==> src/rtl/mult_pkg.sv <==
// +--------------------------------------------------------------------+
// | mult_pkg : shared widths and response types for the multiplier    |
// | issue controller.                        Revision: 1.0            |
// +--------------------------------------------------------------------+
`default_nettype none

package mult_pkg;

  localparam int MULT_STAGES = 8;
  localparam int MULT_W      = 64;
  localparam int MULT_TAG_W  = 5;

  typedef logic [MULT_TAG_W-1:0] mult_tag_t;

  typedef struct packed {
    logic [MULT_W-1:0] product;
    mult_tag_t         tag;
  } mult_resp_t;

  // Counter width able to hold every value 0..depth inclusive.
  function automatic int credit_width(input int depth);
    return $clog2(depth + 1);
  endfunction

endpackage

`default_nettype wire

==> src/rtl/mult_resp_fifo.sv <==
// +--------------------------------------------------------------------+
// | mult_resp_fifo : synchronous response FIFO, head read from storage |
// | registers, no fall-through.              Revision: 1.0            |
// +--------------------------------------------------------------------+
`default_nettype none

module mult_resp_fifo
  import mult_pkg::*;
#(
  parameter int  DEPTH   = 4,
  parameter type ENTRY_T = mult_resp_t
) (
  input  logic                            clock_i,
  input  logic                            reset_i,
  input  logic                            push_i,
  input  ENTRY_T                          push_data_i,
  input  logic                            pop_i,
  output ENTRY_T                          head_o,
  output logic                            full_o,
  output logic                            empty_o,
  output logic [credit_width(DEPTH)-1:0]  count_o
);

  localparam int PTR_W = $clog2(DEPTH);
  localparam int CNT_W = credit_width(DEPTH);

  ENTRY_T             mem_q [DEPTH];
  logic [PTR_W-1:0]   wr_ptr_q, wr_ptr_d;
  logic [PTR_W-1:0]   rd_ptr_q, rd_ptr_d;
  logic [CNT_W-1:0]   count_q, count_d;
  logic               pop_ok;

  assign pop_ok  = pop_i & (count_q != '0);
  assign empty_o = (count_q == '0);
  assign full_o  = (count_q == CNT_W'(DEPTH));
  assign count_o = count_q;
  assign head_o  = mem_q[rd_ptr_q];

  always_comb begin
    wr_ptr_d = wr_ptr_q;
    rd_ptr_d = rd_ptr_q;
    count_d  = count_q;
    if (push_i) begin
      wr_ptr_d = wr_ptr_q + PTR_W'(1);
    end
    if (pop_ok) begin
      rd_ptr_d = rd_ptr_q + PTR_W'(1);
    end
    count_d = count_q + CNT_W'(push_i) - CNT_W'(pop_ok);
  end

  always_ff @(posedge clock_i) begin
    if (reset_i) begin
      wr_ptr_q <= '0;
      rd_ptr_q <= '0;
      count_q  <= '0;
    end else begin
      wr_ptr_q <= wr_ptr_d;
      rd_ptr_q <= rd_ptr_d;
      count_q  <= count_d;
    end
  end

  // Storage carries no reset; occupancy alone qualifies the head.
  always_ff @(posedge clock_i) begin
    if (push_i) begin
      mem_q[wr_ptr_q] <= push_data_i;
    end
  end

  a_no_push_when_full: assert property (
    @(posedge clock_i) disable iff (reset_i) !(push_i && full_o)
  );

endmodule

`default_nettype wire

==> src/rtl/mult_issue_ctrl.sv <==
// +--------------------------------------------------------------------+
// | mult_issue_ctrl : credit-based issue and response capture for the  |
// | pipelined 64x64 multiplier chain.        Revision: 1.0            |
// +--------------------------------------------------------------------+
`default_nettype none

module mult_issue_ctrl
  import mult_pkg::*;
#(
  parameter int NUM_STAGES = MULT_STAGES,
  parameter int TAG_W      = MULT_TAG_W,
  parameter int FIFO_DEPTH = 4
) (
  input  logic              clock_i,
  input  logic              reset_i,
  input  logic              req_valid_i,
  output logic              req_ready_o,
  input  logic [MULT_W-1:0] req_mcand_i,
  input  logic [MULT_W-1:0] req_mplier_i,
  input  logic [TAG_W-1:0]  req_tag_i,
  output logic              pipe_start_o,
  output logic [MULT_W-1:0] pipe_mcand_o,
  output logic [MULT_W-1:0] pipe_mplier_o,
  output logic [MULT_W-1:0] pipe_product_o,
  input  logic              pipe_done_i,
  input  logic [MULT_W-1:0] pipe_result_i,
  output logic              resp_valid_o,
  input  logic              resp_ready_i,
  output logic [MULT_W-1:0] resp_product_o,
  output logic [TAG_W-1:0]  resp_tag_o
);

  localparam int CRED_W = credit_width(FIFO_DEPTH);

  typedef struct packed {
    logic [MULT_W-1:0] product;
    logic [TAG_W-1:0]  tag;
  } resp_t;

  logic [CRED_W-1:0] credit_q, credit_d;
  logic [TAG_W-1:0]  tag_line_q [NUM_STAGES];
  logic              issue;
  logic              deq;
  resp_t             push_entry;
  resp_t             head_entry;
  logic              fifo_full;
  logic              fifo_empty;
  logic [CRED_W-1:0] fifo_count;

  // Ready depends only on registered credits, never on resp_ready_i.
  assign req_ready_o    = (credit_q != '0) & ~reset_i;
  assign issue          = req_valid_i & req_ready_o;
  assign deq            = resp_valid_o & resp_ready_i;

  assign pipe_start_o   = issue;
  assign pipe_mcand_o   = req_mcand_i;
  assign pipe_mplier_o  = req_mplier_i;
  assign pipe_product_o = '0;

  always_comb begin
    credit_d = credit_q;
    if (issue && !deq) begin
      credit_d = credit_q - CRED_W'(1);
    end else if (deq && !issue) begin
      credit_d = credit_q + CRED_W'(1);
    end
  end

  always_ff @(posedge clock_i) begin
    if (reset_i) begin
      credit_q <= CRED_W'(FIFO_DEPTH);
    end else begin
      credit_q <= credit_d;
    end
  end

  // Tag line mirrors the non-stallable chain; pipe_done_i alone qualifies it.
  always_ff @(posedge clock_i) begin
    tag_line_q[0] <= req_tag_i;
    for (int i = 1; i < NUM_STAGES; i++) begin
      tag_line_q[i] <= tag_line_q[i-1];
    end
  end

  assign push_entry.product = pipe_result_i;
  assign push_entry.tag     = tag_line_q[NUM_STAGES-1];

  mult_resp_fifo #(
    .DEPTH   (FIFO_DEPTH),
    .ENTRY_T (resp_t)
  ) u_resp_fifo (
    .clock_i     (clock_i),
    .reset_i     (reset_i),
    .push_i      (pipe_done_i),
    .push_data_i (push_entry),
    .pop_i       (deq),
    .head_o      (head_entry),
    .full_o      (fifo_full),
    .empty_o     (fifo_empty),
    .count_o     (fifo_count)
  );

  assign resp_valid_o   = ~fifo_empty;
  assign resp_product_o = head_entry.product;
  assign resp_tag_o     = head_entry.tag;

  // Outstanding chain work = FIFO_DEPTH - credits - queued; a done needs at least one.
  a_done_has_issue: assert property (
    @(posedge clock_i) disable iff (reset_i)
      pipe_done_i |-> ((int'(credit_q) + int'(fifo_count)) < FIFO_DEPTH) && !fifo_full
  );

endmodule

`default_nettype wire

==> config.mk <==
export PLATFORM = sky130hd
export DESIGN_NAME = mult_issue_ctrl
export DESIGN_NICKNAME = d
export VERILOG_FILES = /design/src/rtl/mult_pkg.sv /design/src/rtl/mult_resp_fifo.sv /design/src/rtl/mult_issue_ctrl.sv
export SDC_FILE = /design/constraint.sdc
export NUM_CORES = 1
export LEC_CHECK = 0
export CELL_PAD_IN_SITES_DETAIL_PLACEMENT = 2
export CELL_PAD_IN_SITES_GLOBAL_PLACEMENT = 2
export CORE_MARGIN = 5
export CORE_UTILIZATION = 28
export DETAILED_ROUTE_END_ITERATION = 6
export GPL_TIMING_DRIVEN = 0
export PLACE_DENSITY_LB_ADDON = 0.1
export SLEW_MARGIN = 25
export SYNTH_ARGS = -nofsm -noshare
export SYNTH_HDL_FRONTEND = slang
export SYNTH_SLANG_ARGS = --single-unit
==> constraint.sdc <==
create_clock -name clock_i -period 2.49 [get_ports clock_i]
set_input_delay 0.498 -clock clock_i [delete_from_list [all_inputs] [get_ports clock_i]]
set_output_delay 0.498 -clock clock_i [all_outputs]
set_load 0.005 [all_outputs]
# After elaboration in Yosys (flattened, before gate mapping)
# Memory sizes are Yosys's and may differ from the RTL's. A register that Yosys moved wholly into a read port is not among the register bits.
# Cells that the tools add are included.
dict set report op_classes {
  n_reduce_logical 8
  bitwise_logic 6
  n_mux 6
  addsub 6
}
# op count
set ops {}
lappend ops {{$mux W3} 2}
lappend ops {{$reduce_bool A3 Y1} 2}
lappend ops {{$add A2 B1 Y2 const B} 2}
lappend ops {{$and A1 B1 Y1} 4}
lappend ops {{$mux W2} 2}
lappend ops {{$add A3 B1 Y3} 1}
lappend ops {{$add A3 B1 Y3 const B} 1}
lappend ops {{$logic_not A3 Y1} 1}
lappend ops {{$sub A3 B1 Y3} 1}
lappend ops {{$sub A3 B1 Y3 const B} 1}
lappend ops {{$logic_and A1 B1 Y1} 2}
lappend ops {{$logic_not A1 Y1} 2}
lappend ops {{$mux W1} 2}
lappend ops {{$not A1 Y1} 2}
lappend ops {{$reduce_bool A2 Y1} 1}
dict set report totals {
  in_bits 202
  ram_bits 316
  n_memories 2
  output_inout_bits 264
  wordCells 32
  regBits 10
}
# name words word_bits read_ports rd_clocked_by_memory_dff wr line
set memory_table {}
lappend memory_table {u_resp_fifo.mem_q 4 69 1 1 1 mult_resp_fifo.sv:27} ;# ENTRY_T mem_q [DEPTH];
lappend memory_table {tag_line_q 8 5 8 0 8 mult_issue_ctrl.sv:41} ;# logic [TAG_W-1:0] tag_line_q [NUM_STAGES];

# Depth between registers and ports, before layout
dict set report depth {
  ltp_word 7
  mapped_depth 10
  mapped_depth_nobuf 10
}

# By module
# A second synthesis with hierarchy kept.
dict set report unflattened {
  hier_cells 663
  area_unflattened_um2 12871.1
}
# module seq_area_each_um2 cells_each area_each_um2 instances
set modules_own_cells {}
lappend modules_own_cells {mult_resp_fifo 8468.1 407 10442.5 1}
lappend modules_own_cells {mult_issue_ctrl 860.8 256 2428.6 1}

# Worst setup path after synthesis
# No wires, ideal clock.
dict set report synth_path {
  path_kind {flip-flop to flip-flop}
  start {register u_resp_fifo.wr_ptr_q[0]}
  end {memory u_resp_fifo.mem_q[0][0] (netlist bit), enable pin}
  period_less_slack_ps 2593
  required_ps 2056
  slack_ps -103
  t_arrival_ps 2159
  setup_time_ps 434
  n_path_buf 0
  stages_incl_launch_ff 4
  path_cell_list {dfxtp_1 -> inv_1 -> ha_1 -> and2_1}
}
# item line
set synth_rtl {}
lappend synth_rtl {{from (decl)} mult_resp_fifo.sv:28} ;# logic [PTR_W-1:0] wr_ptr_q, wr_ptr_d;
lappend synth_rtl {{from (signal assigned)} mult_resp_fifo.sv:58} ;# wr_ptr_q <= wr_ptr_d;
lappend synth_rtl {{to (decl)} mult_resp_fifo.sv:27}
# Straight into the memory's write port.

==> metrics.txt <==
Synth Warn # 0; Pleak 6.78 nW; Final Hold Fails 0; slowest CP cell mux4_2; violated checks negative setup slack; worst setup skew after layout approximately 12 ps; Layout Cell Area excl Fill between 0.015 and 0.02 mm²; Clock transition at path regs ~60 ps; Rows ~80; worst hold start tag_line_q[1][12]; Slowest Stage Delay on Critical Path about 540 ps; vias per cell around 4.0; dominant cell type by area after synthesis edfxtp_1; CP bufs+invs 5; vias in the first global route between 7k and 8k; dominant cells by area after synthesis edfxtp_1 (65%), mux4_2 (12%), buf_4 (12%), dfxtp_1 (8.1%), ha_1 (0.68%); fin crit share 101%; Avg WL per Cell around 22 µm; hold_buf cts 0; worst-path maximum fanout 6; worst slew pin tran around 640 ps; ys flop type edfxtp_1; count leader, synth edfxtp_1; CTS max path bufs 3; most used cell along the critical path buf_12; number of synthesized flops with an enable pin about 280; FF-to-FF Start u_resp_fifo.count_o[1]; initial antenna violation count 3; Synth Cell Area between 0.01 and 0.015 mm²; Seq cells post-synth 328; IO Pins ~470; via count between 6k and 7k; commonest cells in the netlist edfxtp_1 (276), buf_4 (197), mux4_2 (69); setup ws final -34.4 ps; fin nets between 1k and 1.5k; DRC Markers 0; DIE AREA roughly 0.050 mm²; Tightest Hold Check Type flop to flop; Tot GR Track Use approximately 14%; CP cell instances buf_12 > buf_12 > buf_12 > buf_12 > mux4_2 > buf_6; Critical Path AT just over 2000 ps; starting density of the core between 20% and 30%; CTS tree done; Max Freq between 300 and 400 MHz; Synth Instances between 600 and 700; DIE WIDTH 224 µm; CTS Buf Count 38; RSZ-0062 raised after global routing yes; status finished with violations; fin crit period 2520 ps; max-cap violations 0; number of nets with antenna violations after routing 0; clock sinks between 300 and 400; Cell variety after synth 25; worst skew pair latency 520 ps; power density cells roughly 870 mW/mm²; htree depth 2; WL final 36.4 mm; Yosys top cell area share between 60 and 70%; largest net degree at the start of global routing 36; CP startpoint kind flop; HPWL after DPL around 26 mm; Crit Path Category flop to primary output; worst slack at placement -315 ps; Seq/Total Area, Yosys between 70 and 80%; CP top delay family buffers and inverters; Mapped Avg Cell Area 19.5 µm²; Final Setup Violations 4; Chip Height ~220 µm; VDD IR max approximately 0.00044 V; CTS root buf clkbuf_16; floorplan core area ~0.045 mm²; drt pass-1 iters 4; Antenna Cells 0; area grow syn2layout 42.0%; Async SR Flop Fraction 0%; Worst Path Required just under 2000 ps; fraction of layout cells with a size suffix above 1 approximately 40%; first-pass GRT wire length between 50 and 60 mm; Overflow after GRT 0; DR iter-0 viols roughly 240; routability congestion estimate around 0.76; Setup crit end kind primary output; Final Slew Violations 0; PortBufs between 200 and 300; dpl cell area approximately 0.017 mm²; Slew headroom a little under three fifths
==> per-layer routing <==
metal | vias up | track usage [%] | wire length [µm]
met5 | - | 0 | 41
met4 | 6 | 3.22 | 572
met3 | 42 | 5.35 | 2990
met2 | 273 | 25.6 | 19500
met1 | 3425 | 15.7 | 13300
li1 | 3058 | - | -
==> worst reg2reg max path: stages, from the launching register on <==
cell     delay, ps
dfxtp_1        370
o31ai_2        360
ha_1           250
inv_1           60
fa_1           380
xor2_1         170
o21ai_0        150
or3b_2         440
==> sequential cells by signal, summed over array words and instances (netlist names), named ones only <==
register	flops
tag_line_q	40
u_resp_fifo.mem_q	276
u_resp_fifo.count_o	3
u_resp_fifo.rd_ptr_q	2
u_resp_fifo.wr_ptr_q	2
credit_q	3
==> timing repair <==
action,CTS,global route
setup endpoints to repair,70,47
gates resized for setup,308,28
gates cloned,5,1
setup buffers,14,8
==> kinds of logic after synthesis <==
group / synth area share (%)
xor+xnor: 0.410
compound gates: 0.205
mux: 12.2
buf+inv: 12.5
fa+ha+maj: 0.995
flops: 72.8
simple gates: 0.898
other cells: 0.0293
==> cell usage in the layout (no fill, tap or decap), drive strengths merged, types with 7 or more instances in the layout <==
| cell | synthesis | routed |
|---|---|---|
| buf | 203 | 293 |
| clkdlybuf4s50 | 0 | 204 |
| edfxtp | 276 | 276 |
| dfxtp | 52 | 52 |
| ha | 7 | 7 |
| clkbuf | 6 | 68 |
| clkinv | 0 | 11 |
| conb | 1 | 64 |
| nor2 | 11 | 11 |
| inv | 9 | 9 |
| mux4 | 69 | 69 |
==> per-stage QoR <==
stage,setup TNS (ps),cells,hold slack [ps],utilization (%),power [mW]
2_1_floorplan,0,722,310,-,8.22
3_3_place_gp,-250780,1595,310,36.5,9.97
3_5_place_dp,-6210,1602,313,36.8,10.0
4_1_cts,-2650,1688,326,40.0,16.1
5_1_grt,-1900,1693,327,40.1,16.6
6_report,-54.0,1693,322,40.1,15.8
==> cell type report <==
cell class | instances | area [µm²]
Timing Repair Buffer | 304 | 3020
Sequential cell | 328 | 9330
Buffer | 209 | 1670
Clock inverter | 13 | 121
Tap cell | 600 | 751
Multi-Input combinational cell | 176 | 2140
Fill cell | 4471 | 27200
Clock buffer | 54 | 1140
Inverter | 9 | 33.8
==> power breakdown <==
part / internal [mW] / switching (mW)
clock: 3.39 / 2.16
combinational: 2.34 / 1.50
sequential: 6.28 / 0.113
==> worst paths after layout <==
kind / end / slack (ps) / depth (start not counted)
worst max-delay path: resp_product_o[55] / -30 / 6
worst min-delay path: tag_line_q[1][17] / 320 / 0
worst max register to register: credit_q[2] / 180 / 7
worst min register to register: tag_line_q[1][17] / 320 / 0
Note: power is estimated with default switching activity, not from simulation.
